**src/rtl/cpu_pkg.sv**
```systemverilog
// Shared decode-stage types and constants: branch encodings, bus widths
// and a constant-foldable clog2 helper.
package cpu_pkg;

  localparam int XLEN_DEF   = 32;
  localparam int NREG_DEF   = 32;
  localparam int CTRL_W_DEF = 24;
  localparam int BR_W       = 3;
  localparam int CNT_W      = 32;

  typedef enum logic [BR_W-1:0] {
    BR_NONE = 3'd0,
    BR_B    = 3'd1,
    BR_BL   = 3'd2,
    BR_BEQ  = 3'd3,
    BR_BNE  = 3'd4,
    BR_JIRL = 3'd5
  } br_e;

  function automatic int unsigned clog2(input int unsigned n);
    int unsigned w;
    w = 32'd0;
    for (int i = 0; i < 31; i++) begin
      if ((32'd1 << i) < n) begin
        w = 32'(i) + 32'd1;
      end else begin
        w = w;
      end
    end
    return w;
  endfunction

endpackage

```
**src/rtl/regfile_nr.sv**
```systemverilog
// Architectural register file: two combinational read ports, one write port,
// entry 0 hardwired to zero.
module regfile_nr
  import cpu_pkg::*;
#(
  parameter int XLEN = XLEN_DEF,
  parameter int NREG = NREG_DEF
) (
  input  logic                     clk,
  input  logic                     reset,
  input  logic [clog2(NREG)-1:0]   ra1,
  output logic [XLEN-1:0]          rd1,
  input  logic [clog2(NREG)-1:0]   ra2,
  output logic [XLEN-1:0]          rd2,
  input  logic                     we,
  input  logic [clog2(NREG)-1:0]   wa,
  input  logic [XLEN-1:0]          wd
);

  localparam int AW = clog2(NREG);

  logic [XLEN-1:0] regs_r [NREG];

  // Register storage; writes to index 0 are dropped so it always reads zero.
  always_ff @(posedge clk or negedge reset) begin
    if (!reset) begin
      for (int i = 0; i < NREG; i++) begin
        regs_r[i] <= {XLEN{1'b0}};
      end
    end else if (we && (wa != {AW{1'b0}})) begin
      regs_r[wa] <= wd;
    end
  end

  assign rd1 = (ra1 == {AW{1'b0}}) ? {XLEN{1'b0}} : regs_r[ra1];
  assign rd2 = (ra2 == {AW{1'b0}}) ? {XLEN{1'b0}} : regs_r[ra2];

endmodule

```
**src/rtl/id_stage_fwd.sv**
```systemverilog
// Decode/issue stage: one-entry pipeline register, EXE/MEM/WB operand
// forwarding with load-use and MEM-not-ready stalls, branch check and stall counter.
module id_stage_fwd
  import cpu_pkg::*;
#(
  parameter int XLEN   = XLEN_DEF,
  parameter int NREG   = NREG_DEF,
  parameter int CTRL_W = CTRL_W_DEF
) (
  input  logic                   clk,
  input  logic                   reset,
  input  logic                   ipd_valid,
  output logic                   id_allow_in,
  input  logic [XLEN-1:0]        ipd_pc,
  input  logic [XLEN-1:0]        ipd_pred_pc,
  input  logic [XLEN-1:0]        ipd_imm,
  input  logic [clog2(NREG)-1:0] ipd_rj,
  input  logic [clog2(NREG)-1:0] ipd_rk,
  input  logic [clog2(NREG)-1:0] ipd_rd,
  input  logic                   ipd_use_rj,
  input  logic                   ipd_use_rk,
  input  logic                   ipd_we,
  input  logic                   ipd_is_load,
  input  br_e                    ipd_br,
  input  logic [CTRL_W-1:0]      ipd_ctrl,
  input  logic                   exe_allow_in,
  output logic                   id_to_exe_valid,
  output logic [XLEN-1:0]        id_pc,
  output logic [XLEN-1:0]        id_rj_val,
  output logic [XLEN-1:0]        id_rk_val,
  output logic [XLEN-1:0]        id_imm,
  output logic [clog2(NREG)-1:0] id_rd,
  output logic                   id_we,
  output logic                   id_is_load,
  output logic [CTRL_W-1:0]      id_ctrl,
  input  logic                   exe_valid,
  input  logic                   exe_we,
  input  logic                   exe_is_load,
  input  logic [clog2(NREG)-1:0] exe_rd,
  input  logic [XLEN-1:0]        exe_data,
  input  logic                   mem_valid,
  input  logic                   mem_we,
  input  logic                   mem_data_ok,
  input  logic [clog2(NREG)-1:0] mem_rd,
  input  logic [XLEN-1:0]        mem_data,
  input  logic                   wb_we,
  input  logic [clog2(NREG)-1:0] wb_rd,
  input  logic [XLEN-1:0]        wb_data,
  output logic                   redirect_valid,
  output logic [XLEN-1:0]        redirect_pc,
  output logic [CNT_W-1:0]       stall_cnt
);

  localparam int AW = clog2(NREG);
  localparam logic [XLEN-1:0] PC_STEP = XLEN'(32'd4);

  logic              id_valid_r;
  logic [XLEN-1:0]   id_pc_r;
  logic [XLEN-1:0]   id_pred_pc_r;
  logic [XLEN-1:0]   id_imm_r;
  logic [AW-1:0]     id_rj_r;
  logic [AW-1:0]     id_rk_r;
  logic [AW-1:0]     id_rd_r;
  logic              id_use_rj_r;
  logic              id_use_rk_r;
  logic              id_we_r;
  logic              id_is_load_r;
  br_e               id_br_r;
  logic [CTRL_W-1:0] id_ctrl_r;
  logic [CNT_W-1:0]  stall_cnt_r;

  logic [AW-1:0]     src_idx_s  [2];
  logic              src_use_s  [2];
  logic [XLEN-1:0]   rf_rdata_s [2];
  logic [XLEN-1:0]   opnd_s     [2];
  logic [1:0]        opnd_haz_s;

  logic              ready_go_s;
  logic              id_allow_in_s;
  logic              fire_s;
  logic              latch_s;
  logic              redirect_s;
  logic [XLEN-1:0]   pc_seq_s;
  logic [XLEN-1:0]   pc_imm_s;
  logic [XLEN-1:0]   target_s;

  regfile_nr #(
    .XLEN (XLEN),
    .NREG (NREG)
  ) u_regfile (
    .clk   (clk),
    .reset (reset),
    .ra1   (id_rj_r),
    .rd1   (rf_rdata_s[0]),
    .ra2   (id_rk_r),
    .rd2   (rf_rdata_s[1]),
    .we    (wb_we),
    .wa    (wb_rd),
    .wd    (wb_data)
  );

  assign src_idx_s[0] = id_rj_r;
  assign src_idx_s[1] = id_rk_r;
  assign src_use_s[0] = id_use_rj_r;
  assign src_use_s[1] = id_use_rk_r;

  // Operand resolution: EXE (non-load) > MEM > WB > register file; a load in
  // EXE or unready MEM data on the winning hit stalls the stage.
  always_comb begin
    for (int i = 0; i < 2; i++) begin
      opnd_s[i]     = rf_rdata_s[i];
      opnd_haz_s[i] = 1'b0;
      if (src_idx_s[i] == {AW{1'b0}}) begin
        opnd_s[i] = {XLEN{1'b0}};
      end else if (exe_valid && exe_we && (exe_rd == src_idx_s[i])) begin
        if (exe_is_load) begin
          opnd_haz_s[i] = src_use_s[i];
          if (mem_valid && mem_we && (mem_rd == src_idx_s[i])) begin
            opnd_s[i] = mem_data;
          end else if (wb_we && (wb_rd == src_idx_s[i])) begin
            opnd_s[i] = wb_data;
          end else begin
            opnd_s[i] = rf_rdata_s[i];
          end
        end else begin
          opnd_s[i] = exe_data;
        end
      end else if (mem_valid && mem_we && (mem_rd == src_idx_s[i])) begin
        opnd_s[i]     = mem_data;
        opnd_haz_s[i] = src_use_s[i] & ~mem_data_ok;
      end else if (wb_we && (wb_rd == src_idx_s[i])) begin
        opnd_s[i] = wb_data;
      end else begin
        opnd_s[i] = rf_rdata_s[i];
      end
    end
  end

  assign ready_go_s    = ~(|opnd_haz_s);
  assign id_allow_in_s = ~id_valid_r | (ready_go_s & exe_allow_in);
  assign fire_s        = id_valid_r & ready_go_s & exe_allow_in;
  assign pc_seq_s      = id_pc_r + PC_STEP;
  assign pc_imm_s      = id_pc_r + id_imm_r;

  // Branch target from the final operand values.
  always_comb begin
    target_s = pc_seq_s;
    case (id_br_r)
      BR_NONE: target_s = pc_seq_s;
      BR_B:    target_s = pc_imm_s;
      BR_BL:   target_s = pc_imm_s;
      BR_BEQ:  target_s = (opnd_s[0] == opnd_s[1]) ? pc_imm_s : pc_seq_s;
      BR_BNE:  target_s = (opnd_s[0] != opnd_s[1]) ? pc_imm_s : pc_seq_s;
      BR_JIRL: target_s = opnd_s[0] + id_imm_r;
      default: target_s = pc_seq_s;
    endcase
  end

  assign redirect_s = fire_s & (target_s != id_pred_pc_r);
  assign latch_s    = ipd_valid & id_allow_in_s & ~redirect_s;

  // Stage valid bit and latched instruction fields; a redirect flushes the
  // instruction arriving behind the mispredicted one.
  always_ff @(posedge clk or negedge reset) begin
    if (!reset) begin
      id_valid_r   <= 1'b0;
      id_pc_r      <= {XLEN{1'b0}};
      id_pred_pc_r <= {XLEN{1'b0}};
      id_imm_r     <= {XLEN{1'b0}};
      id_rj_r      <= {AW{1'b0}};
      id_rk_r      <= {AW{1'b0}};
      id_rd_r      <= {AW{1'b0}};
      id_use_rj_r  <= 1'b0;
      id_use_rk_r  <= 1'b0;
      id_we_r      <= 1'b0;
      id_is_load_r <= 1'b0;
      id_br_r      <= BR_NONE;
      id_ctrl_r    <= {CTRL_W{1'b0}};
    end else begin
      if (redirect_s) begin
        id_valid_r <= 1'b0;
      end else if (id_allow_in_s) begin
        id_valid_r <= ipd_valid;
      end
      if (latch_s) begin
        id_pc_r      <= ipd_pc;
        id_pred_pc_r <= ipd_pred_pc;
        id_imm_r     <= ipd_imm;
        id_rj_r      <= ipd_rj;
        id_rk_r      <= ipd_rk;
        id_rd_r      <= ipd_rd;
        id_use_rj_r  <= ipd_use_rj;
        id_use_rk_r  <= ipd_use_rk;
        id_we_r      <= ipd_we;
        id_is_load_r <= ipd_is_load;
        id_br_r      <= ipd_br;
        id_ctrl_r    <= ipd_ctrl;
      end
    end
  end

  // Saturating count of cycles spent holding a stalled instruction.
  always_ff @(posedge clk or negedge reset) begin
    if (!reset) begin
      stall_cnt_r <= {CNT_W{1'b0}};
    end else if (id_valid_r && !ready_go_s && (stall_cnt_r != {CNT_W{1'b1}})) begin
      stall_cnt_r <= stall_cnt_r + {{(CNT_W-1){1'b0}}, 1'b1};
    end
  end

  assign id_allow_in     = id_allow_in_s;
  assign id_to_exe_valid = id_valid_r & ready_go_s;
  assign id_pc           = id_pc_r;
  assign id_rj_val       = opnd_s[0];
  assign id_rk_val       = opnd_s[1];
  assign id_imm          = id_imm_r;
  assign id_rd           = id_rd_r;
  assign id_we           = id_we_r;
  assign id_is_load      = id_is_load_r;
  assign id_ctrl         = id_ctrl_r;
  assign redirect_valid  = redirect_s;
  assign redirect_pc     = id_valid_r ? target_s : {XLEN{1'b0}};
  assign stall_cnt       = stall_cnt_r;

endmodule
```
**config.mk**
```make
export PLATFORM = sky130hd
export DESIGN_NAME = id_stage_fwd
export DESIGN_NICKNAME = d
export VERILOG_FILES = /design/src/rtl/cpu_pkg.sv /design/src/rtl/regfile_nr.sv /design/src/rtl/id_stage_fwd.sv
export SDC_FILE = /design/constraint.sdc
export NUM_CORES = 2
export LEC_CHECK = 0
export BUFFER_PORTS_ARGS = -buffer_cell sky130_fd_sc_hd__buf_2
export CAP_MARGIN = 20
export CORE_ASPECT_RATIO = 0.5
export CORE_MARGIN = 4
export CORE_UTILIZATION = 50
export DETAILED_ROUTE_END_ITERATION = 7
export PLACE_DENSITY = 0.68
export REMOVE_ABC_BUFFERS = 1
export SLEW_MARGIN = 20
export SYNTH_ARGS = -nofsm -noshare
export SYNTH_HDL_FRONTEND = slang
export SYNTH_HIERARCHICAL = 1
export SYNTH_SLANG_ARGS = --single-unit
```
**constraint.sdc**
```tcl
create_clock -name clk -period 15.1 [get_ports clk]
set_clock_uncertainty 0.1 [all_clocks]
set_input_delay 1.51 -clock clk [delete_from_list [all_inputs] [get_ports clk]]
set_output_delay 1.51 -clock clk [all_outputs]
set_load 0.02 [all_outputs]
```
# Word level (Yosys, flattened, before mapping)
# Cells that the tools add are included.
[totals]
register_bits = 1199
inputBits = 264
out_inout_bits = 226
wordCells = 136
[op_classes]
addsub = 4
order_cmp = 4
eq_ne = 15
mux = 33
n_bitwise = 16
reduce_logical = 18
[op_table]
columns = ["op", "count"]
rows = [
  ["1024-bit bitwise mux", 1],
  ["32-bit two-way mux", 18],
  ["32-bit binary-select mux with 5-bit select", 2],
  ["32-bit demux with 5-bit select", 1],
  ["32-bit case mux with 4 select lines", 1],
  ["32-bit adder", 2],
  ["32-bit != test", 2],
  ["32-bit by 1-bit adder with 32-bit output (second input constant)", 1],
  ["32-bit by 3-bit adder with 32-bit output (second input constant)", 1],
  ["32-bit equality test", 1],
  ["32-bit != test (second input constant)", 1],
  ["5-bit equality test", 6],
  ["6-bit greater-or-equal comparator (second input constant)", 3],
  ["5-bit NOT with 6-bit output", 3],
  ["1-bit logical AND", 12],
  ["5-bit logical NOT", 2],
  ["1-bit two-way mux", 10],
  ["1-bit AND", 8],
  ["3-bit by 2-bit equality test with 1-bit output (second input constant)", 2],
  ["3-bit equality test (second input constant)", 2],
  ["6-bit by 1-bit < comparator with 1-bit output (second input constant)", 1],
  ["5-bit nonzero test", 1],
  ["1-bit NOT", 4],
  ["2-bit OR reduction", 2],
  ["3 further kinds", 3],
]

# Depth between registers and ports, before layout
[depth]
depth_word = 16
ltp_mapped = 32
depth_no_buf = 25

# By module
# Netlist, hierarchy kept.
[by_module_without_submodules]
columns = ["module", "instances", "cells_each", "area_each_um2", "seq_area_each_um2"]
rows = [
  ["regfile_nr", 1, 3623, 54461.0, 25624.6],
  ["id_stage_fwd", 1, 2459, 19892.8, 4379.2],
]

# Least setup slack after synthesis
# Ideal clock, no wire load.
[synth_timing]
path_kind = "input-to-output"
start = "input wb_rd[2]"
end = "output redirect_valid"
arrival_time_ns = 7.907
required_time_ns = 13.490
path_slack_ns = 5.583
path_stages = 27
n_path_buf = 4
path_cell_list = "xnor2_1 nand4_1 nor2_1 buf_2 mux2_2 o221ai_1 inv_1 ha_1 a21o_1 a21o_1 a2111oi_0 nor4_1 nor2_1 a311oi_1 a221oi_1 o21ai_0 a21o_1 a211o_1 a32o_1 nor2b_1 a211o_1 or4_1 buf_2 or3_1 buf_2 buf_6 and3_1"
[synth_via]
elab_chain_cells = 12
elab_cells_between_ends = 22
cone_classes = "add/sub: 1; eq/ne: 5; mux: 13; bitwise: 1; reduce/logical: 2"
[synth_rtl]
columns = ["element", "line", "source"]
rows = [
  ["from (decl)", "id_stage_fwd.sv:47", "input logic [clog2(NREG)-1:0] wb_rd,"],
  ["5-bit equality test (*)", "id_stage_fwd.sv:120, id_stage_fwd.sv:131", ""],
  ["1-bit logical AND (*)", "id_stage_fwd.sv:120, id_stage_fwd.sv:131", ""],
  ["32-bit two-way mux (*)", "id_stage_fwd.sv:120, id_stage_fwd.sv:131", ""],
  ["32-bit two-way mux (*)", "id_stage_fwd.sv:118, id_stage_fwd.sv:128", ""],
  ["32-bit two-way mux", "id_stage_fwd.sv:116", "if (exe_is_load) begin"],
  ["32-bit two-way mux (*)", "id_stage_fwd.sv:115", "end else if (exe_valid && exe_we && (exe_rd == src_idx_s[i])) begin"],
  ["32-bit two-way mux (*)", "id_stage_fwd.sv:113", "if (src_idx_s[i] == {AW{1'b0}}) begin"],
  ["net id_rj_val[1]", "id_stage_fwd.sv:29", "output logic [XLEN-1:0] id_rj_val,"],
  ["branches (longest 2 deep; another with 32-bit adder)", "--", ""],
  ["32-bit case mux with 4 select lines (*)", "id_stage_fwd.sv:148", "case (id_br_r)"],
  ["32-bit != test (*)", "id_stage_fwd.sv:159", "assign redirect_s = fire_s & (target_s != id_pred_pc_r);"],
  ["1-bit AND (*)", "id_stage_fwd.sv:159", ""],
  ["to (decl)", "id_stage_fwd.sv:49", "output logic redirect_valid,"],
]
# Mark *: on every way through the listed nets, which the timed path passes.

==> impl_results.md <==
- CTS sink count: 1199
- Num rows: 99
- Least-Margin Pin Slew: 1180 ps
- First DRT Iteration DRCs: 8454
- Post-synth ARST share: 1.00
- Height of the die: 281 um
- Final net count: 6464
- Status: finished with violations
- Max Cap Viol: 0
- XOR/XNOR share of the synthesized area: 0.0222
- Max Clock Freq: 79.3 MHz
- CTS buffer count: 113
- Post-cts sizing count: 0
- Syn-to-layout area delta: 9.52%
- Max-slew violation count: 0
- Post-route antenna net violation count: 0
- Die ar.: 155000 um^2
- Fillers: 12059
- WL/cell: 34.3 um
- CP Launch Type: flip-flop
- Cell variety after synth: 92
- Synthesized cell area: 74400 um^2
- CP endpoint kind: primary output
- Cell Pwr Density: 167 nW/um^2
- DR vias/cell: 7.32
- Violated checks: DRC
- Hold path start: u_regfile/regs_r[1023]$_DFFE_PN0P_
- Detail Placement HPWL: 170 mm
- Worst Path Buf+Inv: 2
- CTS root buf: clkbuf_16
- Clk slew on worst S/H paths: 60 ps
- WS Path Type: reg -> out
- Total GRT Usage: 0.353
- Worst-Skew Late Latency: 810 ps
- CP arrival: 11010 ps
- R2r startpoint: id_rj_r[4]$_DFFE_PN0P_
- First-pass GRT wire length: 410 mm
- Ys Warns: 6
- Finish-stage setup viols: 0
- Hold Path Class: reg -> reg
- VDD IR-drop max: 0.0000970 V
- Sequence of cells on the critical path: buf_4, or2_2, or4_4, o21ai_0, a311oi_1, mux2_2, o221a_2, xor2_1, nor4_1, nand3_1, o31ai_4, nand3_1, a221oi_1, xor2_1, nand4_1, or4_4, or3_4, and3_1, buf_2
- Leak: 34.4 nW
- Met2 Use GR: 0.540
- Predominant post-synthesis flop cell: dfrtp_1
- Hold Violations, Final: 0
- Synth Area in Compound Gates: 0.128
- Post-synthesis sequential area ratio: 0.404
- Placed insts: 7985
- Final WS setup: 2480 ps
- Pre-antenna DRT Iters: 8
- Max clock buf depth: 3
- CP max stage cell: nand3_1
- Register cell area after layout: 30000 um^2
- DRT Wirelength: 282 mm
- Largest net degree at the start of global routing: 188
- Largest family of logic cells by synthesized area: multiplexers
- RePlAce Congestion: 0.975
- Post-CTS Setup Inserts: 0
- Slew HR: 0.212
- Footprint of the multi-input gates: 41400 um^2
- IO buf count: 489
- Synthesized flop and latch total: 1199
- Post-synth EDFFs: 0
- Mux share of post-synthesis cell area: 0.320
- Fin cells: 8213
- RSZ-0062 raised after global routing: no
- CP Max Fanout: 64
- DR DRC count: 7
- Global route hottest layer: met2
- Vias: 60148
- Post-synthesis adder-cell area fraction: 0.0114
- Chip Width: 553 um
- Global routing usage on met3: 0.115
- Initial Utilization: 0.507
- H-tree Lvls: 3
- CTS tree: done
- CP top delay family: simple AND/OR/NAND/NOR gates
- Setup crit start: id_rj_r[4]$_DFFE_PN0P_
- Initial antenna violation count: 24
- CP max stage delay: 820 ps
- Area share of and/or/nand/nor cells after synthesis: 0.0701
- Post-CTS Hold Fix Bufs: 0
- Tcrit/Tclk final: 0.836
- Core area: 147000 um^2
- Met1 usage: 0.446
- Post-layout min period: 12620 ps
- Ports: 490
- Post-layout util: 0.555
- CP required: 13490 ps
- DP Worst Slack: 3660 ps
- GRT overflow: 0
- Post-Syn Instances: 6082
- Vias in the first global route: 60269
- Share of cells above drive strength 1: 0.387
- Synth Area per Inst: 12.2 um^2
[stage by stage]
step	cell area (um^2)	power (mW)	setup TNS, ps	hold slack, ps
after detailed placement	77500	10.5	0	283
after global placement	77500	10.3	0	277
after CTS	81300	13.4	0	298
after floorplan	71200	8.68	-941500	265
final	81400	13.6	0	297
after global routing	81400	14.1	0	312
[cell usage in the layout, fill, tap and decap left out, types with 69 or more instances in the layout]
cell / netlist / routed
a211oi_1: 76 / 76
a21oi_1: 107 / 107
a222oi_1: 143 / 143
a22oi_1: 69 / 69
and2_1: 167 / 166
buf_2: 227 / 487
buf_4: 57 / 106
clkbuf_16: 0 / 113
dfrtp_1: 1199 / 1188
mux2_2: 1041 / 1041
mux2i_1: 134 / 134
mux4_2: 448 / 448
nand2_1: 154 / 140
nand3_1: 222 / 220
nor2_1: 165 / 148
nor2b_1: 87 / 83
o211ai_1: 150 / 150
o21ai_0: 178 / 178
o31ai_1: 156 / 156
xnor2_1: 99 / 99
xor2_1: 88 / 88
[cells in the mapped netlist (13+ instances only)]
cell	number	area [um^2]
dfrtp_1	1199	30000
mux2_2	1041	11700
mux4_2	448	10100
clkbuf_1	343	1290
buf_2	227	1140
nand3_1	222	1110
o21ai_0	178	891
and2_1	167	1040
nor2_1	165	619
o31ai_1	156	1170
nand2_1	154	578
o211ai_1	150	1130
a222oi_1	143	1430
mux2i_1	134	1340
a21oi_1	107	536
xnor2_1	99	867
xor2_1	88	771
nor2b_1	87	544
a211oi_1	76	571
a22oi_1	69	518
a311oi_1	66	578
a221oi_1	64	561
ha_1	64	801
mux2_1	59	664
buf_4	57	428
nand4_1	36	225
nor3_1	36	180
o221a_2	35	394
a21o_1	33	248
inv_1	31	116
o21a_1	28	210
and3_1	26	163
buf_1	26	97.6
a32o_1	21	210
buf_6	19	214
a31oi_1	18	113
o2111ai_1	18	158
nor4_1	13	81.3
[cell type report]
class / count / area share
Multi-Input combinational cell: 4178 / 0.508
Antenna cell: 22 / 0.000676
Tap cell: 1969 / 0.0303
Sequential cell: 1199 / 0.369
Inverter: 33 / 0.00155
Clock buffer: 164 / 0.0409
Timing Repair Buffer: 609 / 0.0437
Clock inverter: 39 / 0.00595
[registers in the layout, summed over array words and instances, names as in the netlist, 3 cells and up]
| signal | flops |
|---|---|
| id_ctrl | 24 |
| id_rd | 5 |
| id_pc | 32 |
| id_imm | 32 |
| id_pred_pc_r | 32 |
| id_br_r | 3 |
| id_rj_r | 5 |
| u_regfile/regs_r | 1024 |
| id_rk_r | 5 |
| stall_cnt | 32 |
[worst register-to-register path: cells and delay by family, from the launching register on]
kind	cells	cell delay, ps
compound gates	7	3150
xor+xnor	2	260
buf+inv	2	1500
flops	1	750
mux	1	330
simple gates	7	4700
[worst paths after layout]
check,endpoint,slack [ps],cells past startpoint
worst max-delay path,redirect_valid,2480,19
worst min-delay path,u_regfile/regs_r[1023]$_DFFE_PN0P_,300,0
worst max register to register,id_use_rk_r$_DFFE_PN0P_,4090,19
worst min register to register,u_regfile/regs_r[1023]$_DFFE_PN0P_,300,0
max in group asynchronous,id_pred_pc_r[17]$_DFFE_PN0P_,10930,5
min in group asynchronous,u_regfile/regs_r[869]$_DFFE_PN0P_,540,1
[power by group]
part	internal, mW	leakage, nW	switching, mW
registers	3.83	15.1	0.686
clock network	1.64	1.88	1.36
logic	2.62	17.4	3.49
[metal layers]
| metal | vias to the layer above | routed length [um] | share of wire |
|---|---|---|---|
| li1 | 23892 | - | - |
| met1 | 31085 | 104000 | 0.37 |
| met2 | 4120 | 127000 | 0.45 |
| met3 | 1037 | 33000 | 0.12 |
| met4 | 14 | 17900 | 0.063 |
| met5 | - | 151 | 0.00054 |
[cells by family (layout without fill, tap and decap cells)]
logic type / after synthesis / in the layout
muxes: 1682 / 1682
AOI/OAI and AO/OA: 1255 / 1255
DFF: 1199 / 1199
and+or+nand+nor: 986 / 986
buffers and inverters: 705 / 845
xor gates and xnor gates: 188 / 188
adders and majority gates: 67 / 67
other: 0 / 22
(Power assumes the default switching activity.)
